===== config.mk =====
export PLATFORM = sky130hd
export DESIGN_NAME = function_select_sequencer
export DESIGN_NICKNAME = d
export VERILOG_FILES = /design/src/rtl/function_select_sequencer.sv
export SDC_FILE = /design/constraint.sdc
export NUM_CORES = 1
export LEC_CHECK = 0
export ABC_CLOCK_PERIOD_IN_PS = 1800
export CAP_MARGIN = 30
export CORE_MARGIN = 8
export CORE_UTILIZATION = 45
export DETAILED_ROUTE_END_ITERATION = 12
export GPL_TIMING_DRIVEN = 0
export PLACE_DENSITY = 0.69
export SYNTH_ARGS = -nofsm -noshare
export SYNTH_HDL_FRONTEND = slang
export SYNTH_SLANG_ARGS = --single-unit

===== constraint.sdc =====
create_clock -name clk -period 1.8 [get_ports clk]
set_input_delay 0.36 -clock clk [delete_from_list [all_inputs] [get_ports clk]]
set_output_delay 0.36 -clock clk [all_outputs]
set_load 0.01 [all_outputs]

===== src/rtl/function_select_sequencer.sv =====
// Debounced press -> wait for datapath idle -> toggle sel -> settle window; sel toggles DB_CYCLES+2 edges after a press.
// Optional periodic auto-toggle when AUTO_TOGGLE_EN is defined; dp_busy stalls the switch indefinitely.
module function_select_sequencer #(
  parameter int DB_CYCLES     = 4,
  parameter int SETTLE_CYCLES = 3,
  parameter int AUTO_PERIOD   = 1000
) (
  input  logic       clk,
  input  logic       reset,
  input  logic       btn_sel,
  input  logic       dp_busy,
  output logic       sel,
  output logic       sel_valid,
  output logic       switching,
  output logic [7:0] sw_count
);

  localparam int CNT_MAX = (DB_CYCLES > SETTLE_CYCLES) ? DB_CYCLES : SETTLE_CYCLES;
  localparam int CW      = $clog2(CNT_MAX + 1);
  localparam logic [CW-1:0] DB_LAST     = CW'(DB_CYCLES - 1);
  localparam logic [CW-1:0] SETTLE_LAST = CW'(SETTLE_CYCLES - 1);

  typedef enum logic [2:0] {IDLE, DEBOUNCE, WAIT_BUSY, SETTLE, RELEASE} state_t;

  state_t        state, state_nxt;
  logic [CW-1:0] cnt, cnt_nxt;
  logic          sync1, btn_s;
  logic          sel_nxt, sel_valid_nxt, switching_nxt;
  logic [7:0]    sw_count_nxt;

`ifdef AUTO_TOGGLE_EN
  localparam int AW = $clog2(AUTO_PERIOD + 1);
  localparam logic [AW-1:0] AUTO_LAST = AW'(AUTO_PERIOD - 1);
  logic [AW-1:0] auto_cnt, auto_cnt_nxt;
  logic          auto_sw, auto_sw_nxt;
`else
  localparam int auto_period_unused = AUTO_PERIOD;
`endif

  always_comb begin
    state_nxt     = state;
    cnt_nxt       = cnt;
    sel_nxt       = sel;
    switching_nxt = 1'b0;
    sw_count_nxt  = sw_count;
`ifdef AUTO_TOGGLE_EN
    auto_cnt_nxt  = '0;
    auto_sw_nxt   = auto_sw;
`endif
    case (state)
      IDLE: begin
        // A button seen in the same cycle as auto expiry takes precedence.
        if (btn_s) begin
          state_nxt = DEBOUNCE;
          cnt_nxt   = CW'(1);
        end
`ifdef AUTO_TOGGLE_EN
        else if (auto_cnt == AUTO_LAST) begin
          state_nxt   = WAIT_BUSY;
          auto_sw_nxt = 1'b1;
        end else begin
          auto_cnt_nxt = auto_cnt + 1'b1;
        end
`endif
      end
      DEBOUNCE: begin
        if (!btn_s) begin
          state_nxt = IDLE;
          cnt_nxt   = '0;
        end else if (cnt == DB_LAST) begin
          state_nxt = WAIT_BUSY;
          cnt_nxt   = '0;
`ifdef AUTO_TOGGLE_EN
          auto_sw_nxt = 1'b0;
`endif
        end else begin
          cnt_nxt = cnt + 1'b1;
        end
      end
      WAIT_BUSY: begin
        if (!dp_busy) begin
          state_nxt     = SETTLE;
          sel_nxt       = ~sel;
          switching_nxt = 1'b1;
          sw_count_nxt  = sw_count + 8'd1;
          cnt_nxt       = '0;
        end
      end
      SETTLE: begin
        if (cnt == SETTLE_LAST) begin
          cnt_nxt   = '0;
`ifdef AUTO_TOGGLE_EN
          // No button to wait out after an automatic switch.
          state_nxt   = auto_sw ? IDLE : RELEASE;
          auto_sw_nxt = 1'b0;
`else
          state_nxt = RELEASE;
`endif
        end else begin
          cnt_nxt = cnt + 1'b1;
        end
      end
      RELEASE: begin
        if (btn_s) begin
          cnt_nxt = '0;
        end else if (cnt == DB_LAST) begin
          state_nxt = IDLE;
          cnt_nxt   = '0;
        end else begin
          cnt_nxt = cnt + 1'b1;
        end
      end
      default: begin
        state_nxt = IDLE;
        cnt_nxt   = '0;
      end
    endcase
    sel_valid_nxt = (state_nxt != WAIT_BUSY) && (state_nxt != SETTLE);
  end

  always_ff @(posedge clk) begin
    if (reset) begin
      sync1     <= 1'b0;
      btn_s     <= 1'b0;
      state     <= IDLE;
      cnt       <= '0;
      sel       <= 1'b0;
      sel_valid <= 1'b1;
      switching <= 1'b0;
      sw_count  <= 8'd0;
`ifdef AUTO_TOGGLE_EN
      auto_cnt  <= '0;
      auto_sw   <= 1'b0;
`endif
    end else begin
      sync1     <= btn_sel;
      btn_s     <= sync1;
      state     <= state_nxt;
      cnt       <= cnt_nxt;
      sel       <= sel_nxt;
      sel_valid <= sel_valid_nxt;
      switching <= switching_nxt;
      sw_count  <= sw_count_nxt;
`ifdef AUTO_TOGGLE_EN
      auto_cnt  <= auto_cnt_nxt;
      auto_sw   <= auto_sw_nxt;
`endif
    end
  end

endmodule


==> impl_metrics.tcl, run 1 <==
set metrics [dict create \
    tightest_slew_ps 449.3 \
    clk_pin_slew_ps 100 \
    rsz0062_at_grt "false" \
    num_io_pins 15 \
    synth_cell_types 28 \
    setup_viol 0 \
    htree_num_levels 1 \
    num_vias 750 \
    core_area_um2 1922 \
    ys_warn_count 0 \
    first_pass_iters 4 \
    hpwl_um 1352 \
    clock_path_buffers 2 \
    n_antenna_cell 0 \
    synth_area_leader_cell "dfxtp_1" \
    cts_sinks 19 \
    via_per_inst 5.068 \
    grt_max_degree 11 \
    yosysSeqAreaShare_pct 41.99 \
    cp_slowest_cell "clkdlybuf4s50_1" \
    num-fill-cells 190 \
    powerDensity_nw_per_um2 598.0 \
    grt_overflow 0 \
    drc 0 \
    path_buf_inv 1 \
    numCtsBuffers 3 \
    critPathTopFamily "buffers and inverters" \
    drv_cap 0 \
    synth_nets 112 \
    cts_root_buf "clkbuf_4" \
    async_reset_ff_share_pct 0 \
    synthTopCellsByArea "dfxtp_1 42%, ha_1 6.9%, xor2_1 4.8%" \
    design_area_um2 1110 \
    dieArea_um2 3705 \
    synth_common_cells "19 x dfxtp_1, 10 x nor2_1, 7 x nand2_1" \
    port_buffers 13 \
    ctsHoldBuffers 0 \
    num_rows 16 \
    slew_headroom_pct 69.86 \
    ant_nets 0 \
    synth.cell_area_um2 905.9 \
    routedWlPerCell_um 12.57 \
    critPathKind "reg -> out" \
    final_layout_size_suffix_gt1_share_pct 7.438 \
    clk_latency_ps 280 \
    die_h_um 60.87 \
    synth_edf_count 0 \
    worst_setup_path_start_kind "register" \
    grt_pass1_wl_um 3091 \
    synth_ff_type "dfxtp_1" \
    fin_crit_ps 1663 \
    slowest_delay_ps 580 \
    grt_pass1_vias 730 \
    dieWidth_um 60.87 \
    finalMaxSlewViolations 0 \
    place_area_um2 1070 \
    antenna_found_initial 0 \
    post-route-util_pct 57.75 \
    tritoncts "built" \
    crit_arrival_ps 1300 \
    cp-end-kind "primary output" \
    worstPathCellList "clkdlybuf4s50_1" \
    yosysTopAreaCellShare_pct 41.99 \
    track_usage_pct 10.61 \
    drt_iter0_drc 18 \
    ir_worst_vdd_mv 0.4806 \
    areaGrowthSynthToFinish_pct 22.51 \
    synth_seq_cells 19 \
    post-place-ws_ps -380.0 \
    hold_viol 0 \
    syn_avg_cell_area_um2 8.795 \
    nets 131 \
    gp_congestion 0.8633 \
    hp-class "in -> reg" \
    cp_max_fo 5 \
    finalWorstSetupSlack_ps 136.9 \
    fin_crit_sh_pct 92.39 \
    fmax_ghz 0.6013 \
    p_leak_nw 0.4177 \
    wirelength_um 1861 \
    status "complete, no violations" \
    initial_core_util_pct 47.14 \
    syn-instance-count 103 \
    crit_required_ps 1440 \
    finClkSkew_ps 2.385 \
    synth.most_common_cell "dfxtp_1" \
]
==> power breakdown <==
part	internal, W	switching (W)	leakage (nW)
sequential	0.000424	0.00000384	0.154
clock	0.0000859	0.000122	0.0150
combinational	0.0000120	0.0000157	0.249
==> layout by cell type, fill, tap and decap left out, drive strengths merged, types with 6 or more instances in the layout <==
cell and count:
clkbuf 9, nor2 10, clkdlybuf4s50 13, nand2 7, inv 6, a21oi 6
dfxtp 19
==> per-layer routing <==
metal,vias to the layer above,GRT usage (%),wire length [um]
met5,-,0,0
met4,0,3.654,12
met3,2,2.119,58
met2,14,17.65,858
met1,346,13.16,931
li1,388,-,-
==> repair_timing <==
| action | 4_1_cts | 5_1_grt |
|---|---|---|
| setup buffers | 1 | 0 |
| hold endpoints to repair | 0 | 0 |
| pin swaps | 1 | 0 |
| setup endpoints to repair | 1 | 1 |
| gates resized for setup | 0 | 3 |
==> registers in the layout (all words and copies together) (netlist names) <==
signal     cells
sync1          1
sel            1
cnt            3
state          3
switching      1
sel_valid      1
btn_s          1
sw_count       8
==> cell type report <==
class / instances / area, um^2 / share of cell area (%)
Buffer: 5 / 20.02 / 1.804
Clock buffer: 4 / 26.28 / 2.368
Inverter: 6 / 22.52 / 2.029
Multi-Input combinational cell: 73 / 489.2 / 44.08
Sequential cell: 19 / 380.4 / 34.27
Tap cell: 27 / 33.78 / 3.044
Timing Repair Buffer: 14 / 137.6 / 12.40
==> cells by family after synthesis <==
group                    count (synthesis)  share of synthesized area, %
AND/OR/NAND/NOR                         41                         26.24
AO/OA/AOI/OAI                           19                         12.43
flip-flops                              19                         41.99
buffers and inverters                   11                         4.558
XOR/XNOR                                 7                         6.768
adder cells (fa/ha/maj)                  5                         6.906
multiplexers                             1                         1.105
==> worst paths after layout <==
kind / startpoint / endpoint / slack (ps) / depth (start not counted)
worst min-delay path: reset / switching / 460 / 2
worst min register to register: sync1 / btn_s / 460 / 1
worst max-delay path: sw_count[3] / sw_count[3] / 140 / 1
worst max register to register: cnt[0] / sel_valid / 210 / 6
==> per-stage QoR <==
step / power, W / cells / hold WS [ps] / setup TNS (ps)
finish: 0.0006637 / 148 / 457.8 / 0
global route: 0.0006989 / 148 / 467.9 / 0
CTS: 0.0006729 / 148 / 461.6 / 0
detailed placement: 0.0004655 / 143 / 438.6 / -1068
global placement: 0.0004644 / 143 / 422.1 / -956.1
floorplan: 0.0004538 / 103 / 413.8 / 0
No activity file was read; power rests on OpenSTA's default activity.
==> run 2, diff against run 1 <==
- CTS_BUF_LIST: unset -> sky130_fd_sc_hd__clkbuf_8
- SKIP_LAST_GASP: unset -> 1
==> run 2 against run 1 <==
Final cell count unchanged. Combinational power about the same. Hold slack improved by 1.3 ps.
==> impl_metrics.tcl, run 2 (same netlist as run 1, synthesis figures left out) <==
set metrics [dict create \
    powerDensity_nw_per_um2 653.0 \
    dieArea_um2 3705 \
    fin_crit_sh_pct 93.00 \
    layout_common_cells "19 x dfxtp_1, 13 x clkdlybuf4s50_1, 10 x nor2_1" \
    finalWorstSetupSlack_ps 126.0 \
    ctsHoldBuffers 0 \
    fmax_ghz 0.5974 \
    track_usage_pct 10.87 \
    tritoncts "built" \
    port_buffers 13 \
    num_io_pins 15 \
    clk_pin_slew_ps 70 \
    wirelength_um 1872 \
    crit_required_ps 1980 \
    hp-class "reg -> reg" \
    via_per_inst 5.088 \
    slowest_delay_ps 480 \
    clock_path_buffers 2 \
    power.switching_w 0.0001496 \
    finalNonFillerCells 148 \
    drc 0 \
    n_antenna_cell 0 \
    rsz0062_at_grt "false" \
    worstPathCellList "clkdlybuf4s50_1 > nor4b_4 > nand4_2 > or3_1 > a21oi_1" \
    layout_commonest_cell "dfxtp_1" \
    clkPwrFrac_pct 38.1 \
    grt_pass1_vias 725 \
    seqPwrFrac_pct 58.1 \
    post-route-util_pct 58.72 \
    hold_viol 0 \
    finalMaxSlewViolations 0 \
    fin_crit_ps 1674 \
    dieWidth_um 60.87 \
    register_area_um2 380.4 \
    tightest_slew_ps 445.8 \
    post-place-cells 143 \
    cp_slowest_cell "clkdlybuf4s50_1" \
    cp-end-kind "register" \
    post-place-ws_ps -380.0 \
    design_area_um2 1129 \
    hpwl_um 1352 \
    core_area_um2 1922 \
    cp_max_fo 3 \
    numCtsBuffers 3 \
    gp_congestion 0.8633 \
    critPathTopFamily "simple AND/OR/NAND/NOR gates" \
    num_rows 16 \
    largest_register_ffs 8 \
    drt_iter0_drc 30 \
    ir_worst_vdd_mv 0.5302 \
    reg_top3 "sw_count: 8 flops, cnt: 3 flops, state: 3 flops" \
    areaGrowthSynthToFinish_pct 24.59 \
    ant_nets 0 \
    multi_input_area_um2 489.2 \
    grt_pass1_wl_um 3118 \
    grt_overflow 0 \
    routedWlPerCell_um 12.65 \
    clk_latency_ps 250 \
    p_int_w 0.0005873 \
    nets 131 \
    antenna_found_initial 0 \
    path_buf_inv 1 \
    cts_sinks 19 \
    initial_core_util_pct 47.14 \
    switching_share_pct 20.31 \
    crit_arrival_ps 1850 \
    critPathKind "in -> reg" \
    htree_num_levels 1 \
    cts_root_buf "clkbuf_8" \
    place_area_um2 1070 \
    largest_register "sw_count" \
    worst_setup_path_start_kind "primary input" \
    status "complete, no violations" \
    final_layout_size_suffix_gt1_share_pct 7.438 \
    drv_cap 0 \
    num-fill-cells 186 \
    num_vias 753 \
    slew_headroom_pct 70.10 \
    first_pass_iters 4 \
    p_leak_nw 0.4296 \
    setup_viol 0 \
    finClkSkew_ps 2.091 \
    p_comb_share_pct 3.8 \
    grt_max_degree 11 \
    die_h_um 60.87 \
]
## run 2: cell type report
| type | count | share of cell area [%] |
|---|---|---|
| well taps | 27 | 2.993 |
| plain buffers | 5 | 1.774 |
| inverters | 6 | 1.996 |
| flip-flops and latches | 19 | 33.70 |
| clock inverters | 1 | 0.3326 |
| multi-input cells | 73 | 43.35 |
| repair buffers | 14 | 12.20 |
| clock buffers | 3 | 3.659 |
## run 2: worst register-to-register path: stages (launching register included)
cell     delay, ps
dfxtp_1        390
inv_1           90
ha_1           190
nor2b_1        150
a31oi_1        200
nor4b_1        380
inv_1           70
## run 2: final timing paths
path | endpoint | depth (start not counted) | slack (ps) | start
worst max-delay path | sw_count[7] | 5 | 130 | dp_busy
worst max register to register | sel_valid | 6 | 210 | cnt[0]
worst min register to register | btn_s | 1 | 460 | sync1
worst min-delay path | btn_s | 1 | 460 | sync1
## run 2: per-layer routing
metal / vias to the layer above / GRT usage [%] / wire [um]
li1: 387 / - / -
met3: 2 / 2.754 / 64
met2: 17 / 17.35 / 865
met4: 0 / 4.651 / 10
met1: 347 / 13.41 / 931
met5: - / 0 / 0
## run 2: metrics by stage
stage / hold slack [ps] / setup TNS [ps] / total power (W)
finish: 459.1 / 0 / 0.0007369
global route: 461.6 / 0 / 0.0007754
CTS: 455.2 / 0 / 0.0007465
detailed placement: 438.6 / -1068 / 0.0004655
global placement: 422.1 / -956.1 / 0.0004644
floorplan: 413.8 / 0 / 0.0004538
## run 2: what timing repair did
action | in CTS | in global routing
setup endpoints to repair | 1 | 1
pin swaps | 1 | 0
setup buffers | 1 | 0
gates resized for setup | 0 | 3
cloned | 0 | 0
## run 2: power groups by stage
stage / clock network [W] / registers, W / logic, W
after floorplan: 0 / 0.000436 / 0.0000173
after CTS: 0.000291 / 0.000428 / 0.0000281
after global routing: 0.000317 / 0.000428 / 0.0000304
after global placement: 0 / 0.000437 / 0.0000271
after detailed placement: 0 / 0.000437 / 0.0000281
final: 0.000281 / 0.000428 / 0.0000278
==> run 3, diff against run 2 <==
- MAX_ROUTING_LAYER: unset -> met4
- PLACE_DENSITY: 0.69 -> 0.76
==> run 3 against run 2 <==
Clock skew decreased by 0.92 ps. Final cell count unchanged. Global-route usage increased by 0.43 points. First-iteration DRC count decreased by 70%. Flip-flop and latch count unchanged. Non-clock buffer count unchanged. Critical path depth unchanged. Combinational power decreased by 1%. Clock-buffer cell count unchanged. Die area unchanged. Sequential share of layout area unchanged.
==> impl_metrics.tcl, run 3 (same netlist as run 1, synthesis figures left out) <==
set metrics [dict create \
    status "complete, no violations" \
    num_io_pins 15 \
    drc 0 \
    clock_path_buffers 2 \
    cts_root_buf "clkbuf_8" \
    routedWlPerCell_um 11.84 \
    dieWidth_um 60.87 \
    min_to "btn_s" \
    num_rows 16 \
    port_buffers 13 \
    hold_depth 1 \
    powerDensity_nw_per_um2 647.9 \
    cp-end-kind "register" \
    tritoncts "built" \
    tightest_slew_ps 486.8 \
    slew_headroom_pct 67.35 \
    dieArea_um2 3705 \
    first_pass_iters 4 \
    grt_overflow 0 \
    num_vias 737 \
    nets 131 \
    multi_input_area_um2 489.2 \
    initial_core_util_pct 47.14 \
    r2r-end "cnt[1]" \
    r2r_start "cnt[0]" \
    largest_register_ffs 8 \
    cts_sinks 19 \
    num-fill-cells 188 \
    n_antenna_cell 0 \
    numCtsBuffers 3 \
    areaGrowthSynthToFinish_pct 24.59 \
    hpwl_um 1300 \
    track_usage_pct 11.30 \
    via_per_inst 4.980 \
    grt_max_degree 11 \
    reg_top3 "sw_count: 8 flops, cnt: 3 flops, state: 3 flops" \
    ant_nets 0 \
    clk_latency_ps 250 \
    drt_iter0_drc 9 \
    place_area_um2 1070 \
    drv_cap 0 \
    hp-start "sync1" \
    final_layout_size_suffix_gt1_share_pct 7.438 \
    design_area_um2 1129 \
    finClkSkew_ps 1.173 \
    rsz0062_at_grt "false" \
    gp_congestion 0.9359 \
    htree_num_levels 1 \
    layout_commonest_cell "dfxtp_1" \
    core_area_um2 1922 \
    crit_required_ps 1980 \
    setup_viol 0 \
    r2r_slack_ps 220 \
    rr_worst_depth 6 \
    fmax_ghz 0.6115 \
    hold_viol 0 \
    clk_pin_slew_ps 60 \
    wirelength_um 1753 \
    hp-class "reg -> reg" \
    layout_common_cells "19 x dfxtp_1, 13 x clkdlybuf4s50_1, 10 x nor2_1" \
    crit_arrival_ps 1820 \
    cp_max_fo 3 \
    antenna_found_initial 0 \
    grt_pass1_wl_um 2946 \
    largest_register "sw_count" \
    holdWs_ps 439.9 \
    fin_crit_sh_pct 90.85 \
    ctsHoldBuffers 0 \
    grt_pass1_vias 649 \
    register_area_um2 380.4 \
    critPathKind "in -> reg" \
    worst_setup_path_start_kind "primary input" \
    ir_worst_vdd_mv 0.5846 \
    finalMaxSlewViolations 0 \
    die_h_um 60.87 \
    fin_crit_ps 1635 \
    p_leak_nw 0.4296 \
]
## run 3: worst max-delay path, stage by stage
cell and delay (ps):
clkdlybuf4s50_1 480, nor4b_4 330, nand4_2 170, or3_1 340
a21oi_1 140
## run 3: stage by stage
step	power [W]	util, %	worst slack, ps	std cells	setup TNS (ps)
finish	0.0007312	58.72	164.7	148	0
global route	0.0007694	58.72	57.88	148	0
CTS	0.0007447	58.40	118.5	148	0
detailed placement	0.0004647	55.66	-387.7	143	-950.2
global placement	0.0004639	55.66	-331.1	143	-803.5
floorplan	0.0004538	-	308.0	103	0
## run 3: power breakdown
group	leakage, nW	total (W)	internal (W)	switching, W
registers	0.154	0.000428	0.000424	0.00000370
clock network	0.0269	0.000276	0.000151	0.000124
logic	0.249	0.0000274	0.0000121	0.0000154
total	0.430	0.000731	0.000588	0.000143
## run 3: final cells by class
cell class	count	area share [%]
sequential	19	33.70
timing repair buffer	14	12.20
tap	27	2.993
clock buffer	3	3.659
multi-input combinational	73	43.35
inverter	6	1.996
buffer	5	1.774
clock inverter	1	0.3326
## run 3: repair_timing
item                       4_1_cts  5_1_grt
resized for setup                0        3
buffers inserted                 1        0
setup endpoints to repair        1        1
pin swaps                        1        0
## run 3: worst max path at each step
stage / startpoint / to / slack, ps / cells past startpoint
2_1_floorplan: state[2] / sw_count[7] / 310 / 4
3_3_place_gp: dp_busy / sw_count[7] / -330 / 5
3_5_place_dp: dp_busy / sw_count[7] / -390 / 5
4_1_cts: cnt[0] / cnt[1] / 120 / 6
5_1_grt: state[1] / cnt[2] / 60 / 5
6_report: dp_busy / sw_count[7] / 160 / 5
## run 3: metal layers
metal | global-route usage [%] | up-vias | wire length, um
li1 | - | 389 | -
met1 | 12.55 | 329 | 819
met2 | 15.84 | 17 | 790
met3 | 5.508 | 2 | 118
met4 | 6.977 | 0 | 25
met5 | - | - | 0
